--- src/rtl/and_arbiter_pkg.sv ---
// -----------------------------------------------------------------------------
// and_arb_pkg
// Shared types and helpers for the and_arbiter block.
//   arb_state_t : sequencer states (IDLE -> EXEC -> CAPT -> RESP -> IDLE)
//   id_width()  : bits needed to hold a requester index 0..n-1 (minimum 1)
// -----------------------------------------------------------------------------
package and_arb_pkg;

  typedef enum logic [1:0] {
    IDLE = 2'd0,
    EXEC = 2'd1,
    CAPT = 2'd2,
    RESP = 2'd3
  } arb_state_t;

  // Index width for a requester population of n; never narrower than 1 bit.
  function automatic int id_width(input int n);
    int v_w;
    if (n <= 2) begin
      v_w = 1;
    end else begin
      v_w = $clog2(n);
    end
    return v_w;
  endfunction

endpackage

--- src/rtl/and_arbiter_rr_pick.sv ---
// -----------------------------------------------------------------------------
// rr_pick
// Combinational round-robin priority picker. Scans i_req starting at i_ptr,
// wrapping modulo G_N, and returns the first set bit.
//   i_req   in  G_N    request vector
//   i_ptr   in  G_IDW  index where the scan starts
//   o_gnt   out G_N    one-hot grant (all zero when no request)
//   o_idx   out G_IDW  index of the granted requester (0 when none)
//   o_any   out 1      at least one request present
// -----------------------------------------------------------------------------
module rr_pick
  import and_arb_pkg::*;
#(
  parameter int G_N   = 4,
  parameter int G_IDW = 2
) (
  input  logic [G_N-1:0]   i_req,
  input  logic [G_IDW-1:0] i_ptr,
  output logic [G_N-1:0]   o_gnt,
  output logic [G_IDW-1:0] o_idx,
  output logic             o_any
);

  logic [G_N-1:0]   w_gnt;
  logic [G_IDW-1:0] w_idx;
  logic             w_found;

  // Scan offsets 0..G_N-1 from the pointer; the first hit wins.
  always_comb begin
    w_gnt   = '0;
    w_idx   = '0;
    w_found = 1'b0;
    for (int k = 0; k < G_N; k++) begin
      for (int j = 0; j < G_N; j++) begin
        if (((int'(i_ptr) + k) % G_N == j) && i_req[j] && !w_found) begin
          w_found  = 1'b1;
          w_gnt[j] = 1'b1;
          w_idx    = j[G_IDW-1:0];
        end else begin
          w_found = w_found;
        end
      end
    end
  end

  assign o_gnt = w_gnt;
  assign o_idx = w_idx;
  assign o_any = w_found;

endmodule

--- src/rtl/and_arbiter.sv ---
// -----------------------------------------------------------------------------
// and_arbiter
// Round-robin arbiter/sequencer sharing one external combinational AND unit
// (and1) between G_NUM_REQ requesters. One transaction at a time:
// accept (IDLE) -> EXEC (and1 settles) -> CAPT (result registered) ->
// RESP (held until the granted requester accepts it).
//   clk, rst    single clock, synchronous active-high reset
//   req_valid   in  per-requester request valid
//   req_ready   out per-requester accept (combinational, IDLE only, one-hot)
//   req_a/req_b in  packed operands, requester i at [i*G_WIDTH +: G_WIDTH]
//   rsp_valid   out per-requester response valid (one-hot)
//   rsp_ready   in  per-requester response accept
//   rsp_c       out shared result bus
//   op_a/op_b   out registered operands to and1
//   op_c        in  result from and1
//   busy        out high whenever the sequencer is not IDLE
// -----------------------------------------------------------------------------
module and_arbiter
  import and_arb_pkg::*;
#(
  parameter int G_WIDTH   = 8,
  parameter int G_NUM_REQ = 4
) (
  input  logic                           clk,
  input  logic                           rst,
  input  logic [G_NUM_REQ-1:0]           req_valid,
  output logic [G_NUM_REQ-1:0]           req_ready,
  input  logic [G_NUM_REQ*G_WIDTH-1:0]   req_a,
  input  logic [G_NUM_REQ*G_WIDTH-1:0]   req_b,
  output logic [G_NUM_REQ-1:0]           rsp_valid,
  input  logic [G_NUM_REQ-1:0]           rsp_ready,
  output logic [G_WIDTH-1:0]             rsp_c,
  output logic [G_WIDTH-1:0]             op_a,
  output logic [G_WIDTH-1:0]             op_b,
  input  logic [G_WIDTH-1:0]             op_c,
  output logic                           busy
);

  localparam int LP_IDW = id_width(G_NUM_REQ);

  arb_state_t             r_state;
  logic [LP_IDW-1:0]      r_rr_ptr;
  logic [LP_IDW-1:0]      r_gnt_idx;
  logic [G_WIDTH-1:0]     r_op_a;
  logic [G_WIDTH-1:0]     r_op_b;
  logic [G_WIDTH-1:0]     r_rsp_c;
  logic [G_NUM_REQ-1:0]   r_rsp_valid;

  arb_state_t             w_state_nxt;
  logic [G_NUM_REQ-1:0]   w_pick_gnt;
  logic [LP_IDW-1:0]      w_pick_idx;
  logic                   w_pick_any;
  logic                   w_accept;
  logic                   w_rsp_take;
  logic [G_WIDTH-1:0]     w_sel_a;
  logic [G_WIDTH-1:0]     w_sel_b;
  logic [G_NUM_REQ-1:0]   w_gnt_dec;

  rr_pick #(
    .G_N   (G_NUM_REQ),
    .G_IDW (LP_IDW)
  ) u_rr_pick (
    .i_req (req_valid),
    .i_ptr (r_rr_ptr),
    .o_gnt (w_pick_gnt),
    .o_idx (w_pick_idx),
    .o_any (w_pick_any)
  );

  // Accept is only offered in IDLE, and never while reset is being applied.
  assign w_accept  = (r_state == IDLE) && w_pick_any && !rst;
  assign req_ready = w_accept ? w_pick_gnt : '0;

  // Only the granted requester's rsp_ready can complete the response.
  assign w_rsp_take = rsp_ready[r_gnt_idx];

  // AND-OR mux of the winner's operand slices (grant is one-hot).
  always_comb begin
    w_sel_a = '0;
    w_sel_b = '0;
    for (int i = 0; i < G_NUM_REQ; i++) begin
      w_sel_a = w_sel_a | (req_a[i*G_WIDTH +: G_WIDTH] & {G_WIDTH{w_pick_gnt[i]}});
      w_sel_b = w_sel_b | (req_b[i*G_WIDTH +: G_WIDTH] & {G_WIDTH{w_pick_gnt[i]}});
    end
  end

  // Decode the stored grant index into a one-hot response mask.
  always_comb begin
    w_gnt_dec = '0;
    for (int i = 0; i < G_NUM_REQ; i++) begin
      w_gnt_dec[i] = (r_gnt_idx == i[LP_IDW-1:0]);
    end
  end

  // Next-state logic for the accept/execute/capture/respond sequence.
  always_comb begin
    w_state_nxt = r_state;
    case (r_state)
      IDLE: begin
        if (w_pick_any) begin
          w_state_nxt = EXEC;
        end else begin
          w_state_nxt = IDLE;
        end
      end
      EXEC: w_state_nxt = CAPT;
      CAPT: w_state_nxt = RESP;
      RESP: begin
        if (w_rsp_take) begin
          w_state_nxt = IDLE;
        end else begin
          w_state_nxt = RESP;
        end
      end
      default: w_state_nxt = IDLE;
    endcase
  end

  // State, grant, pointer, operand and response registers.
  always_ff @(posedge clk) begin
    if (rst) begin
      r_state     <= IDLE;
      r_rr_ptr    <= '0;
      r_gnt_idx   <= '0;
      r_op_a      <= '0;
      r_op_b      <= '0;
      r_rsp_c     <= '0;
      r_rsp_valid <= '0;
    end else begin
      r_state <= w_state_nxt;
      if (w_accept) begin
        r_op_a    <= w_sel_a;
        r_op_b    <= w_sel_b;
        r_gnt_idx <= w_pick_idx;
        // Pointer moves just past the winner, wrapping to 0.
        if (w_pick_idx == LP_IDW'(G_NUM_REQ - 1)) begin
          r_rr_ptr <= '0;
        end else begin
          r_rr_ptr <= w_pick_idx + LP_IDW'(1);
        end
      end
      if (r_state == CAPT) begin
        r_rsp_c <= op_c;
      end
      r_rsp_valid <= (w_state_nxt == RESP) ? w_gnt_dec : '0;
    end
  end

  assign op_a      = r_op_a;
  assign op_b      = r_op_b;
  assign rsp_c     = r_rsp_c;
  assign rsp_valid = r_rsp_valid;
  assign busy      = (r_state != IDLE);

endmodule

--- config.mk ---
export PLATFORM = sky130hd
export DESIGN_NAME = and_arbiter
export DESIGN_NICKNAME = d
export VERILOG_FILES = /design/src/rtl/and_arbiter_pkg.sv /design/src/rtl/and_arbiter_rr_pick.sv /design/src/rtl/and_arbiter.sv
export SDC_FILE = /design/constraint.sdc
export NUM_CORES = 1
export LEC_CHECK = 0
export CAP_MARGIN = 15
export CORE_UTILIZATION = 37
export CTS_BUF_LIST = sky130_fd_sc_hd__clkbuf_4 sky130_fd_sc_hd__clkbuf_8
export CTS_CLUSTER_DIAMETER = 150
export DETAILED_ROUTE_END_ITERATION = 8
export PLACE_DENSITY = 0.82
export SLEW_MARGIN = 25
export SYNTH_ARGS = -nofsm -noshare
export SYNTH_HDL_FRONTEND = slang
export SYNTH_HIERARCHICAL = 1
export SYNTH_SLANG_ARGS = --single-unit
--- constraint.sdc ---
create_clock -name clk -period 2.1 [get_ports clk]
set_input_delay 0.21 -clock clk [delete_from_list [all_inputs] [get_ports clk]]
set_output_delay 0.21 -clock clk [all_outputs]
set_load 0.01 [all_outputs]
# Word-level counts from Yosys, hierarchy flattened
# Index checks and enable logic that the tools add are counted.
# word_totals
reg_bits	34
in_bits	82
out_inout_bits	33
word_cells	163
# classes
addsub	4
order_cmp	1
n_eq_ne	20
n_mux	53
n_bitwise	18
reduce_logical	60
# op_table
op	n
$logic_not 32->1	4
$and 8x8->8	8
$or 8x8->8	6
$mux 1	34
$logic_and 1x1->1	33
$mux 2	16
$eq 3x3->1 const B	6
$eq 2x2->1 const B	8
$logic_not 1->1	16
$eq 3x2->1 const B	3
$pmux 2 s4	1
$reduce_or 2->1	4
$eq 2x1->1 const B	3
$add 2x1->2 const B	2
$add 2x2->2 const B	2
$logic_not 2->1	2
$mux 4	1
$and 1x1->1 const A	3
$lt 2x3->1 const B	1
$bmux 1 s2	1
$reduce_bool 2->1	1
$not 1->1	1

# Logic depth before layout (Yosys ltp)
# logic_depth
word_depth	53
mapped_depth	8

# Hierarchy
# The synthesis kept the hierarchy.
# by_module_without_submodules
module	n_inst	cells_per_inst	area_each_um2	seq_area_each_um2
and_arbiter	1	177	1557.7	680.7
rr_pick	1	32	219.0	0.0

# Worst setup path before layout
# Ideal clock, no wire load.
# synth_timing
path_type	register to output
from	reg r_rr_ptr[1]
to	out req_ready[3]
arrival_ns	1.681
path_slack_ns	0.209
path_stages_with_launch	8
path_buffers	3
cell_sequence	dfxtp_1 > buf_6 > inv_2 > a21oi_1 > o221a_2 > clkbuf_1 > clkbuf_1 > nor3b_1
# synth_via
elab_cells_between_ends	94
cone_classes	3 x add/sub; 12 x eq/ne; 21 x mux; 3 x bitwise; 55 x reduce/logical
# synth_rtl
element	line	source
from (decl)	and_arbiter.sv:42	logic [LP_IDW-1:0] r_rr_ptr;
from (signal assigned)	and_arbiter.sv:139	r_rr_ptr <= w_pick_idx + LP_IDW'(1);
$logic_not 32->1	and_arbiter_rr_pick.sv:35	if (((int'(i_ptr) + k) % G_N == j) && i_req[j] && !w_found) begin
$logic_and 1x1->1	and_arbiter_rr_pick.sv:35	
$mux 1	and_arbiter_rr_pick.sv:35	
$logic_not 1->1	and_arbiter_rr_pick.sv:35	
$logic_and 1x1->1	and_arbiter_rr_pick.sv:35	
$mux 1	and_arbiter_rr_pick.sv:35	
$logic_not 1->1	and_arbiter_rr_pick.sv:35	
$logic_and 1x1->1	and_arbiter_rr_pick.sv:35	
[... 34 more ...]	-	
$logic_not 1->1	and_arbiter_rr_pick.sv:35	
$logic_and 1x1->1	and_arbiter_rr_pick.sv:35	
$mux 1	and_arbiter_rr_pick.sv:35	
$logic_not 1->1	and_arbiter_rr_pick.sv:35	
$logic_and 1x1->1	and_arbiter_rr_pick.sv:35	
$mux 1 *	and_arbiter_rr_pick.sv:35	
via w_pick_gnt[3]	and_arbiter.sv:50	logic [G_NUM_REQ-1:0] w_pick_gnt;
$mux 4 *	and_arbiter.sv:72	assign req_ready = w_accept ? w_pick_gnt : '0;
to (decl)	and_arbiter.sv:27	output logic [G_NUM_REQ-1:0] req_ready,
# Mark *: on every way through the listed nets, which the timed path passes. The rest lies on a longest branch.

# Final worst setup path
# layout_timing
from	reg r_rr_ptr[1]
to	out req_ready[0]
# layout_via
elab_cells_between_ends	93
cone_classes	3 x add/sub; 12 x eq/ne; 20 x mux; 3 x bitwise; 55 x reduce/logical
# layout_rtl
element	line
$logic_not 32->1	and_arbiter_rr_pick.sv:35
$logic_and 1x1->1	and_arbiter_rr_pick.sv:35
$mux 1	and_arbiter_rr_pick.sv:35
$logic_not 1->1	and_arbiter_rr_pick.sv:35
$logic_and 1x1->1	and_arbiter_rr_pick.sv:35
$mux 1	and_arbiter_rr_pick.sv:35
$logic_not 1->1	and_arbiter_rr_pick.sv:35
$logic_and 1x1->1	and_arbiter_rr_pick.sv:35
[... 25 more ...]	-
$logic_not 1->1	and_arbiter_rr_pick.sv:35
$logic_and 1x1->1	and_arbiter_rr_pick.sv:35
$mux 1	and_arbiter_rr_pick.sv:35
$logic_not 1->1	and_arbiter_rr_pick.sv:35
$logic_and 1x1->1	and_arbiter_rr_pick.sv:35
$mux 1 *	and_arbiter_rr_pick.sv:35
via w_pick_gnt[0]	and_arbiter.sv:50
$mux 4 *	and_arbiter.sv:72
# Marked as above.

==> metrics.csv <==
metric;value;unit
pre_cts_slack;-0.2007;ns
crit-reg2reg-capture;op_b[5];
syn-instance-count;209;
cts-root-buf;sky130_fd_sc_hd__clkbuf_8;
design.portCount;115;
synth_warnings;6;
htree_num_levels;2;
initial_utilization;39.71;%
total_power_divided_by_cell_area;954.1;nW/um2
critical_path_arrival;1.80;ns
yosysSeqAreaShare;38.31;%
period_share;95.79;%
yosys-top-cells-area;sky130_fd_sc_hd__dfxtp_1 (38%), sky130_fd_sc_hd__a221oi_1 (7.4%), sky130_fd_sc_hd__a22oi_1 (7.2%);
hpwl;4324;um
regArea;680.7;um2
hold_path_end;rsp_c[7];
most_common_library_cell_in_the_layout_ignoring_fill_and_taps;sky130_fd_sc_hd__clkdlybuf4s50_1;
drv_cap;0;
antennaDiodeCount;0;
avg_cell_area_syn;8.501;um2
worst-endpoint-required;1.89;ns
syn_area;1777;um2
initial_antenna_violation_count;0;
setup_violations;0;
drcViolationCount;11;
drt-vias-per-instance;5.602;
worst_skew_pair.late_latency;0.28;ns
timing.reg2reg.worst_path_depth;7;
hold_slack_final;0.4557;ns
hold_path.startpoint;rsp_c[7];
synthToLayoutAreaGrowth;74.58;%
grt_max_degree;26;
wirelength;5830;um
crit-reg2reg-launch;r_rr_ptr[1];
yosys.cell_types.count;42;
clkTransAtPathRegs;0.07;ns
overflow;0;
numCtsBuffers;5;
finish.instance_area;3102;um2
synthDominantCellAreaShare;38.31;%
holdCritPathClass;flip-flop to flip-flop;
drtAntennaViolNets;0;
layout_common_cells;sky130_fd_sc_hd__clkdlybuf4s50_1 (110), sky130_fd_sc_hd__dfxtp_1 (34), sky130_fd_sc_hd__nand2_1 (25);
tritoncts;done;
placed_area;2992;um2
placement_rows;24;
ys_ff_latch;34;
first_iter_violations;96;
wl_per_cell;15.46;um
reg2reg_slack;0.23;ns
vias_in_the_first_global_route;2081;
die-area;5083;um2
violations;DRC;
max_slew_margin;72.42;%
clk_path_buf_depth;2;
worst_slew_pin_slew;0.4136;ns
run_status;finished with violations;
gr-usage-all-layers;24.00;%
core_area;4474;um2
layout.filler_cells;389;
finalMaxSlewViolations;0;
die_y;71.30;um
holdPathStages;2;
drive_above_1_share;11.08;%
endpoint_kind;primary output;
clock_sink_count;34;
critPathKind;flip-flop to primary output;
clock_skew;0.003143;ns
largest_fanout_on_the_critical_path;9;
die_w;71.30;um
tns;0;ns
timing_hold_violations_final;0;
critical_path.startpoint_type;flip-flop;
synth_top_area_cell;sky130_fd_sc_hd__dfxtp_1;
port_buffers;114;
peak_vdd_ir;565.3;uV
grt_setup_unrepaired;false;
finalNetCount;408;
routed-via-count;2112;
post-cts-setup-buffers;0;
grt_first_pass_wirelength;9618;um
layout_setup_ws;0.08841;ns
power_leakage;1.147;nW
period_needed;2.012;ns
post_syn_nets;292;
multi_input_area;960.9;um2
detailedRoute.firstPassIterationCount;7;
fmax;0.4971;GHz
routabilityCongestion;0.8283;
-- layout make-up --
class | count | area share [%]
clock inverter | 1 | 0.9681
inverter | 3 | 0.3631
multi-input combinational | 149 | 30.98
sequential | 34 | 21.94
tap | 52 | 2.098
clock buffer | 6 | 2.662
timing repair buffer | 132 | 40.98
-- metrics by stage --
step | utilization (%) | power (mW) | cells
after floorplan | - | 1.721 | 209
after global placement | 66.86 | 2.335 | 370
after detailed placement | 66.86 | 2.363 | 370
after CTS | 69.32 | 2.983 | 377
after global routing | 69.32 | 3.169 | 377
final | 69.32 | 2.959 | 377
-- registers in the layout, indices dropped and copies added (netlist names) --
| name | cells |
|---|---|
| r_state | 2 |
| r_rr_ptr | 2 |
| rsp_valid | 4 |
| r_gnt_idx | 2 |
| op_a | 8 |
| rsp_c | 8 |
| op_b | 8 |
-- cell families (layout without fill, tap and decap cells) --
family | count (synthesis) | after routing | share of synthesized area, %
compound gates | 81 | 81 | 34.16
simple gates | 64 | 64 | 17.40
flops | 34 | 34 | 38.31
buf+inv | 26 | 142 | 7.746
mux | 3 | 3 | 1.690
fa+ha+maj | 1 | 1 | 0.7041
-- Yosys cell counts, drive strengths merged --
master and n:
o2bb2a 1, inv 3, o2bb2ai 1, ha 1, buf 11, mux2i 3, nor2 20, a22oi 17
or2 1, nor3b 5, or2b 1, dfxtp 34, nor4b 2, a21oi 18, nor4 1, a22o 1
nor2b 2, nor3 1, and2b 1, a21boi 2, a221oi 17, or3b 1, clkbuf 12, o21bai 1
o21ai 3, a211oi 16, nand2b 1, o221a 2, or3 1, a31oi 1, o22ai 1, nand2 25
and2 2
-- where the power goes --
group          leakage (nW)  total [mW]  internal [mW]  switching [mW]
Clock                0.0573       0.608          0.380           0.228
Combinational         0.810        1.41          0.757           0.658
Sequential            0.280       0.937          0.814           0.123
-- routing by layer --
layer  wire (um)  share of wire (%)  up-vias  track usage [%]
met5           0                  0        -                0
met4         126                2.2        0            6.667
met3         497                8.5       15            7.032
met2        2800                 48      106            42.43
met1        2406                 41      981            28.24
li1            -                  -     1010                -
-- repair_timing --
item                                    CTS  global route
hold buffers                              0             0
resized for setup                         5             0
endpoints found under the setup margin    4             0
-- worst max path at each step --
stage                            start      endpoint  slack [ns]
after floorplan            r_rr_ptr[1]  req_ready[3]        0.21
after global placement    req_valid[1]  req_ready[0]       -0.16
after detailed placement  req_valid[1]  req_ready[2]       -0.20
after CTS                  r_rr_ptr[1]  req_ready[0]        0.09
after global routing       r_rr_ptr[1]  req_ready[0]       0.004
final                      r_rr_ptr[1]  req_ready[0]        0.09
-- worst max-delay path, cell delays in order, from the launching register on --
cell	delay, ns
sky130_fd_sc_hd__dfxtp_1	0.50
sky130_fd_sc_hd__buf_4	0.21
sky130_fd_sc_hd__o21ai_2	0.05
sky130_fd_sc_hd__a22o_1	0.17
sky130_fd_sc_hd__and2_1	0.17
sky130_fd_sc_hd__nor3b_1	0.14
sky130_fd_sc_hd__dlygate4sd2_1	0.29
Note: power is estimated with default switching activity, not from simulation.
